[src/rtl/gobang_pkg.sv]
// Shared board geometry, result encodings and controller state type for the gobang game logic.
package gobang_pkg;

    localparam int BOARD_N = 15;
    localparam int CELLS   = BOARD_N * BOARD_N;

    localparam logic [1:0] WIN_NONE  = 2'b00;
    localparam logic [1:0] WIN_BLACK = 2'b01;
    localparam logic [1:0] WIN_WHITE = 2'b10;
    localparam logic [1:0] WIN_DRAW  = 2'b11;

    typedef enum logic [1:0] {
        IDLE  = 2'd0,
        CHECK = 2'd1,
        OVER  = 2'd2
    } state_t;

endpackage

[src/rtl/cell_index.sv]
// Flattens a (row, col) board coordinate into the linear cell index and flags whether it lies on the board.
module cell_index
    import gobang_pkg::*;
#(
    parameter int N = BOARD_N
) (
    input  logic [3:0] row,
    input  logic [3:0] col,
    output logic [7:0] idx,
    output logic       in_range
);

    // An off-board coordinate still yields an index below 256; callers must qualify it with in_range.
    assign idx      = 8'(row) * 8'(N) + 8'(col);
    assign in_range = (int'(row) < N) && (int'(col) < N);

endmodule

[src/rtl/board_state_ctrl.sv]
// Gobang board and turn controller: validates moves, keeps both occupancy maps and
// sequences the external win check after every placed stone.
module board_state_ctrl #(
    parameter int BOARD_N = gobang_pkg::BOARD_N,
    parameter int CELLS   = gobang_pkg::CELLS
) (
    input  logic             clk,
    input  logic             rst,
    input  logic             new_game,
    input  logic             move_valid,
    input  logic [3:0]       move_row,
    input  logic [3:0]       move_col,
    output logic             move_ready,
    output logic             move_ack,
    output logic             move_reject,
    output logic [3:0]       chk_row,
    output logic [3:0]       chk_col,
    output logic [CELLS-1:0] chk_board,
    input  logic             chk_win,
    output logic [CELLS-1:0] board_black,
    output logic [CELLS-1:0] board_white,
    output logic             turn,
    output logic [7:0]       move_count,
    output logic             game_over,
    output logic [1:0]       winner
);

    gobang_pkg::state_t state;

    logic [7:0]       idx;
    logic             in_range;
    logic [CELLS-1:0] occupied_map;
    logic             occupied;
    logic             legal;
    logic             handshake;
    logic             show_white;

    cell_index #(
        .N(BOARD_N)
    ) u_cell_index (
        .row      (move_row),
        .col      (move_col),
        .idx      (idx),
        .in_range (in_range)
    );

    assign occupied_map = board_black | board_white;
    assign occupied     = in_range && occupied_map[idx];
    assign legal        = in_range && !occupied;

    assign move_ready = (state == gobang_pkg::IDLE) && !new_game;
    assign handshake  = move_valid && move_ready;

    // Turn only flips when leaving CHECK, so in IDLE the previous mover is the opposite side.
    assign show_white = (state == gobang_pkg::IDLE) ? (!turn && (move_count != 8'd0)) : turn;
    assign chk_board  = show_white ? board_white : board_black;

    always_ff @(posedge clk) begin
        move_ack    <= 1'b0;
        move_reject <= 1'b0;
        if (rst || new_game) begin
            state       <= gobang_pkg::IDLE;
            board_black <= '0;
            board_white <= '0;
            turn        <= 1'b0;
            move_count  <= 8'd0;
            chk_row     <= 4'd0;
            chk_col     <= 4'd0;
            game_over   <= 1'b0;
            winner      <= gobang_pkg::WIN_NONE;
        end else begin
            case (state)
                gobang_pkg::IDLE: begin
                    if (handshake) begin
                        if (legal) begin
                            if (turn) begin
                                board_white[idx] <= 1'b1;
                            end else begin
                                board_black[idx] <= 1'b1;
                            end
                            chk_row    <= move_row;
                            chk_col    <= move_col;
                            move_count <= move_count + 8'd1;
                            move_ack   <= 1'b1;
                            state      <= gobang_pkg::CHECK;
                        end else begin
                            move_reject <= 1'b1;
                        end
                    end
                end
                gobang_pkg::CHECK: begin
                    // A win on the final cell outranks the draw.
                    if (chk_win) begin
                        state     <= gobang_pkg::OVER;
                        game_over <= 1'b1;
                        winner    <= turn ? gobang_pkg::WIN_WHITE : gobang_pkg::WIN_BLACK;
                    end else if (move_count == 8'(CELLS)) begin
                        state     <= gobang_pkg::OVER;
                        game_over <= 1'b1;
                        winner    <= gobang_pkg::WIN_DRAW;
                    end else begin
                        turn  <= !turn;
                        state <= gobang_pkg::IDLE;
                    end
                end
                gobang_pkg::OVER: begin
                    state <= gobang_pkg::OVER;
                end
                default: begin
                    state <= gobang_pkg::IDLE;
                end
            endcase
        end
    end

endmodule

[config.mk]
export PLATFORM = sky130hd
export DESIGN_NAME = board_state_ctrl
export DESIGN_NICKNAME = d
export VERILOG_FILES = /design/src/rtl/gobang_pkg.sv /design/src/rtl/cell_index.sv /design/src/rtl/board_state_ctrl.sv
export SDC_FILE = /design/constraint.sdc
export NUM_CORES = 1
export LEC_CHECK = 0
export CORE_MARGIN = 4
export CORE_UTILIZATION = 25
export CTS_CLUSTER_SIZE = 16
export DETAILED_ROUTE_END_ITERATION = 10
export GPL_TIMING_DRIVEN = 0
export SYNTH_ARGS = -nofsm -noshare
export SYNTH_HDL_FRONTEND = slang
export SYNTH_HIERARCHICAL = 1
export SYNTH_SLANG_ARGS = --single-unit
[constraint.sdc]
create_clock -name clk -period 6.46 [get_ports clk]
set_input_delay 1.292 -clock clk [delete_from_list [all_inputs] [get_ports clk]]
set_output_delay 1.292 -clock clk [all_outputs]
set_load 0.005 [all_outputs]
* After elaboration in Yosys (flattened, before gate mapping)
Index checks and enable logic that the tools add are counted.
Cells by class: multiplexer cells 18, eq/ne operators 5, shift-type cells 0, div/mod/pow operators 0, add/sub/neg operators 2, bitwise operators 8, $lt $le $gt $ge 4, $mul 1, reduce and logical (&&, ||, !) cells 21
Operators with widths (count):
- bitwise OR 225 bit | 3
- two-way mux 225 bit | 1
- two-way mux 2 bit | 7
- less-than comparator 8 x 9 -> 1 bit (second input constant) | 1
- adder 8 x 1 -> 8 bit (second input constant) | 1
- adder 8 x 4 -> 8 bit | 1
- binary-select mux 1 bit (select 8 bit) | 1
- demux 1 bit (select 8 bit) | 1
- equality test 8 bit (second input constant) | 1
- greater-or-equal comparator 8 x 1 -> 1 bit (second input constant) | 1
- less-than comparator 4 bit (second input constant) | 2
- multiplier 4 x 4 -> 8 bit (second input constant) | 1
- AND reduction 4 bit | 2
- nonzero test 8 bit | 1
- logical AND 1 bit | 7
- two-way mux 1 bit | 7
- one-hot mux 2 bit (3 select lines) | 1
- AND reduction 3 bit | 2
- inverter 1 bit | 5
- inequality test 2 bit (second input constant) | 2
- AND reduction 2 bit | 2
- zero test 1 bit | 3
- OR reduction 3 bit | 1
- equality test 2 x 1 -> 1 bit (second input constant) | 1
- other kinds (4) | 4
Storage, ports and cells: output and inout port bits 698, input bits 13, bits in read-only memories 0, memories kept 0, logic and storage cells 70, register bits 474, memory bits (writable) 0, bits in latches 0

* Logic depth before layout (Yosys ltp)
word-level depth 10, gate-level depth with buffers 22, gate-level depth less buffers 19

* By module
The synthesis kept the hierarchy.
By module, submodules not included:
- board_state_ctrl | seq. area each 9489.1 sq um, times used 1, area each 20464.6 sq um, cells each 2397
- cell_index | seq. area each 0.0 sq um, times used 1, area each 546.8 sq um, cells each 58

* Worst setup path after synthesis
No wires, ideal clock.
path kind input port to flip-flop, start point input move_row[0], end point register chk_col[1], required time 6.332 ns, data arrival time 5.825 ns, library setup time 0.128 ns, setup slack 0.507 ns, stages on the path 22, path buffers 3, cell sequence fa_1 fa_1 inv_1 fa_1 inv_1 ha_1 a211oi_1 o21bai_1 a21oi_2 xnor2_1 nand2_1 nor3b_1 o211ai_1 o2111ai_1 a2111oi_0 and4_1 nand4_4 buf_6 buf_4 buf_2 mux2i_1 nor2_1
Between the ends: word-level cells in the longest chain between the ends 8, elaborated cells between the ends (all ways) 10, classes of those cells add/sub: 1; mul: 1; order compare: 1; mux: 2; reduce/logical: 5
Ends and longest elaborated chain:
- start, declared | line board_state_ctrl.sv:11 | input logic [3:0] move_row,
- multiplier 4 x 4 -> 8 bit | line cell_index.sv:14 | assign idx = 8'(row) * 8'(N) + 8'(col);
- adder 8 x 4 -> 8 bit | line cell_index.sv:14
- via idx[7] | line board_state_ctrl.sv:30 | logic [7:0] idx;
- binary-select mux 1 bit (select 8 bit) | line board_state_ctrl.sv:48 | assign occupied = in_range && occupied_map[idx];
- two-way mux 1 bit (not written as such) | line board_state_ctrl.sv:48
- logical AND 1 bit | line board_state_ctrl.sv:48
- zero test 1 bit | line board_state_ctrl.sv:49 | assign legal = in_range && !occupied;
- logical AND 1 bit | line board_state_ctrl.sv:49
- AND reduction 3 bit (no source line)
- end signal, assigned | line board_state_ctrl.sv:82 | chk_col <= move_col;
- end, declared | line board_state_ctrl.sv:17 | output logic [3:0] chk_col,
The timed path passes the listed nets, and every way through them passes these cells. The select of a mux whose other input is x is not followed. A chain may end at the register's enable or synchronous reset.

* Worst setup path after layout
start point input move_row[0], end point register board_black[104]
Between the ends: word-level cells in the longest chain between the ends 8, elaborated cells between the ends (all ways) 16, classes of those cells add/sub: 1; mul: 1; order compare: 3; mux: 4; bitwise: 1; reduce/logical: 6
Ends and longest elaborated chain:
- multiplier 4 x 4 -> 8 bit (*) | line cell_index.sv:14
- adder 8 x 4 -> 8 bit (*) | line cell_index.sv:14
- via idx[1] | line board_state_ctrl.sv:30
- binary-select mux 1 bit (select 8 bit) | line board_state_ctrl.sv:48
- two-way mux 1 bit (not written as such) | line board_state_ctrl.sv:48
- logical AND 1 bit | line board_state_ctrl.sv:48
- zero test 1 bit | line board_state_ctrl.sv:49
- logical AND 1 bit | line board_state_ctrl.sv:49
- AND reduction 4 bit (no source line)
- end signal, assigned | line board_state_ctrl.sv:63 | board_black <= '0;
- end signal, assigned by index | line board_state_ctrl.sv:79 | board_black[idx] <= 1'b1;
- end, declared | line board_state_ctrl.sv:20 | output logic [CELLS-1:0] board_black,
Mark *: on every way through the listed nets, which the timed path passes. The rest lies on a longest branch. The select of a mux whose other input is x is not followed.

==> flow_summary_export.csv <==
group,metric,value,unit
yosys,synth-async-reset-ratio,0,
yosys,synth_nets,2495,
power_and_ir_drop,vdd_drop_max,173.0,uV
clock_tree,clk_pin_slew_worst_paths,60,ps
critical_path,path_buf_inv,8,
outcome,violations,"max-capacitance violations, max-slew violations",
yosys,synth_edf_count,0,
finish,drive_above_1_share,0.1489,
drt,drt_wl_total,140300,um
floorplan,die_area,0.08875,sq mm
floorplan,start_util,0.2519,
timing,fin_crit,6415,ps
run,drv_cap,1,
critical_path,rr_startpoint,"board_black[131]",
timing,finalClockSkew,22.65,ps
global_route,grt_start_max_net_pins,15,
critical_path,cp_slowest_cell,"buf_1",
yosys,synth_compound_area_frac,0.1723,
clock_tree,htree_levels,2,
timing,rsz0062_at_grt,"false",
timing,worst_pin_slew,1501,ps
global_route,grt_pass1_wl,186800,um
clock_tree,worstSkewPairLatency,610,ps
timing,finalCritPeriodShare,0.9930,
finish,final.fill_count,8546,
floorplan,die_h,297.9,um
floorplan,row_count,106,
yosys,synthAdderAreaFrac,0.01858,
critical_path,worstPathArrival,6940,ps
yosys,yosys_register_bits,474,
critical_path,rr_endpoint,"board_black[104]",
drt,num_vias,23400,
yosys,synth_cell_type_count,77,
finish,multi_input_area,0.01076,sq mm
critical_path,critical-path-top-delay-family,"buffers and inverters",
placed_design,place_hpwl,104300,um
yosys,yosysSeqAreaShare,0.4516,
floorplan,io_pins,711,
critical_path,rr_worst_depth,12,
critical_path,cp_max_fo,10,
critical_path,startpoint_type,"input pin",
placed_design,port_buffers,710,
worst_hold_path,hold_class,"register to register",
timing,maxClockFrequency,155.9,MHz
critical_path,critPathMostFrequentCell,"ha_1",
yosys,netlist_area,0.02101,sq mm
finish,syn_to_final_growth,51.28,%
finish,regArea,0.009489,sq mm
clock_tree,cts_tree,"yes",
yosys,ys_warn_count,6,
timing,slew_headroom,-0.004073,
timing,whs,480.1,ps
drt,drtAntennaViolNets,0,
yosys,syn_area_per_cell,8.559,sq um
clock_tree,cts_buffer_depth,3,
clock_tree,root_buffer,"clkbuf_16",
power_and_ir_drop,cellPowerDensity,263.7,mW/mm^2
timing,hold_viol_final,0,
clock_tree,cts_made_buffers,51,
drt,firstDrtPassIters,6,
outcome,status,"finished with violations",
yosys,synth.area.mux_share,0.1274,
global_route,first_global_vias,22340,
timing,setup_tns,0,ps
critical_path,slowest_delay,730,ps
yosys,synth-simple-area-share,0.1793,
drt,wl_per_cell,32.25,um
global_route,antenna_found_initial,11,
yosys,syn_inst,2455,
power_and_ir_drop,leakagePower,11.07,nW
critical_path,crit_type,"input pin to register",
yosys,synth_top_flop_cell,"dfxtp_1",
placed_design,gp_congestion,0.9219,
floorplan,fp.dieW,297.9,um
clock_tree,cts.sinks,474,
finish,final_nets,3264,
critical_path,critPathCaptureType,"register",
yosys,synth_top_family_by_area,"simple AND/OR/NAND/NOR gates",
critical_path,crit_chain,"dlygate4sd2_1, ha_1, ha_1, ha_1, buf_6, buf_2, buf_2, buf_1, a211oi_1, o21ai_0, nand4_1, a32oi_2, o31a_1, buf_4, nand4_4, or2_2, buf_4, clkbuf_8, o21ai_0",
global_route,track_usage,0.2999,
drt,drc,0,
timing,slew_viol_final,7,
critical_path,endpoint,"board_black[104]",
critical_path,cp.required,6980,ps
global_route,overflow,0,
drt,first_iter_violations,2533,
timing,setup_viol,0,
floorplan,core-area,0.08342,sq mm
critical_path,cp-startpoint,"move_row[0]",
drt,vias_per_cell,5.378,
yosys,synthXorXnorAreaFrac,0.003335,
critical_path,cp.depth,19,
critical_path,r2r_slack,3100,ps
[what timing repair did]
item                                    4_1_cts  5_1_grt
cloned                                        0        0
hold buffers                                  0        0
buffers inserted                              2        2
pin swaps                                     4        4
resized for setup                           124       27
endpoints found under the setup margin      469      390
[worst min-delay path: cells and delay by family (launching register included)]
family | cells | cell delay [ps]
flops | 1 | 330
simple gates | 2 | 120
[worst min-delay path by stage]
| stage | startpoint | slack [ps] | to | cells after the start |
|---|---|---|---|---|
| 3_5_place_dp | game_over | 460 | game_over | 2 |
| 6_report | game_over | 480 | game_over | 2 |
| 3_3_place_gp | game_over | 460 | game_over | 2 |
| 2_1_floorplan | board_black[151] | 460 | board_black[151] | 2 |
| 5_1_grt | board_white[191] | 510 | board_white[191] | 2 |
| 4_1_cts | board_black[61] | 480 | board_black[61] | 2 |
[layer usage]
layer / global-route usage / share of wire / vias to the layer above
met4: 0.1414 / 0.056 / 0
li1: - / - / 10130
met5: 0 / 0 / -
met1: 0.3750 / 0.40 / 11490
met3: 0.06092 / 0.088 / 304
met2: 0.4962 / 0.46 / 1472
[cell usage after synthesis (4+ instances only)]
library cell    n  share of area
nand2_1       500          0.089
dfxtp_1       474           0.45
o21ai_0       252          0.060
mux2_2        225           0.12
o21ai_1       195          0.046
nor2_1        141          0.025
clkbuf_1      128          0.023
nor3_1         93          0.022
a21oi_1        66          0.016
buf_2          40         0.0095
a211oi_1       27         0.0096
inv_1          21         0.0038
ha_1           20          0.012
o21ai_2        19         0.0079
buf_6          18         0.0096
o22ai_1        15         0.0045
or3_1          13         0.0039
or3_4          13         0.0070
a2111oi_0      12         0.0050
mux2i_1        12         0.0057
nor3b_1        10         0.0036
nor4_1         10         0.0030
nor2b_1         8         0.0024
nor4b_1         8         0.0033
and2_1          7         0.0021
fa_1            7         0.0067
nand3_1         7         0.0017
o211ai_1        7         0.0025
or2_1           7         0.0021
nand2b_1        6         0.0018
o311ai_0        6         0.0025
xnor2_1         6         0.0025
a311oi_1        5         0.0021
and3_1          4         0.0012
or2_2           4         0.0012
or4_1           4         0.0014
[metrics by stage]
stage	instance area (sq um)	std cells	util	power, W	setup WS (ps)
floorplan	21010	2455	-	0.004040	506.9
global placement	29470	4245	0.3533	0.005100	-3517
detailed placement	29540	4249	0.3541	0.005122	-3034
CTS	31680	4343	0.3798	0.008300	5.573
global route	31770	4345	0.3808	0.008572	16.47
finish	31790	4351	0.3810	0.008383	45.20
[final cells by class]
cell class,instances,share of cell area
Inverter,22,0.002716
Clock buffer,67,0.04460
Tap cell,1080,0.04251
Antenna cell,6,0.0004724
Timing Repair Buffer,718,0.2254
Multi-Input combinational cell,1767,0.3386
Sequential cell,474,0.2985
Clock inverter,27,0.009487
Buffer,190,0.03767
[cell usage in the layout (no fill, tap or decap), types with 6 or more instances in the layout]
master	n
clkbuf_16	52
clkbuf_8	22
nand3_1	6
o21ai_0	250
buf_4	17
fa_1	7
o21ai_2	19
mux2i_1	11
o22ai_1	15
and2_1	7
or3_4	14
ha_1	19
a2111oi_0	7
nor4_1	10
clkinv_2	12
mux2_2	225
nor3b_1	9
clkdlybuf4s50_1	707
clkbuf_1	114
nand2_1	498
diode_2	6
buf_2	21
o211ai_1	7
nor4b_1	8
o21ai_1	197
a211oi_1	26
nor3_1	91
buf_6	28
or2_1	6
nor2_1	138
a21oi_1	64
dfxtp_1	474
inv_1	20
or3_1	12
[logic make-up (layout without fill, tap and decap cells)]
group	after synthesis	after routing
and+or+nand+nor	852	852
AOI/OAI and AO/OA	642	642
DFF	474	474
muxes	238	238
buffers and inverters	214	1024
adders and majority gates	27	27
xor gates and xnor gates	8	8
other	0	6
[sequential cells by signal, indices dropped and copies added, names as in the netlist]
register	cells
state	2
board_white	225
chk_row	4
turn	1
move_ack	1
winner	2
chk_col	4
move_reject	1
board_black	225
game_over	1
move_count	8
[where the power goes]
group	internal, W	switching (W)	total [W]	leakage, nW
clock	0.00175	0.00131	0.00307	0.845
sequential	0.00293	0.0000102	0.00294	3.82
combinational	0.000680	0.00169	0.00238	6.41
total	0.00537	0.00302	0.00838	11.1
Power figures use the tool's default switching activity.
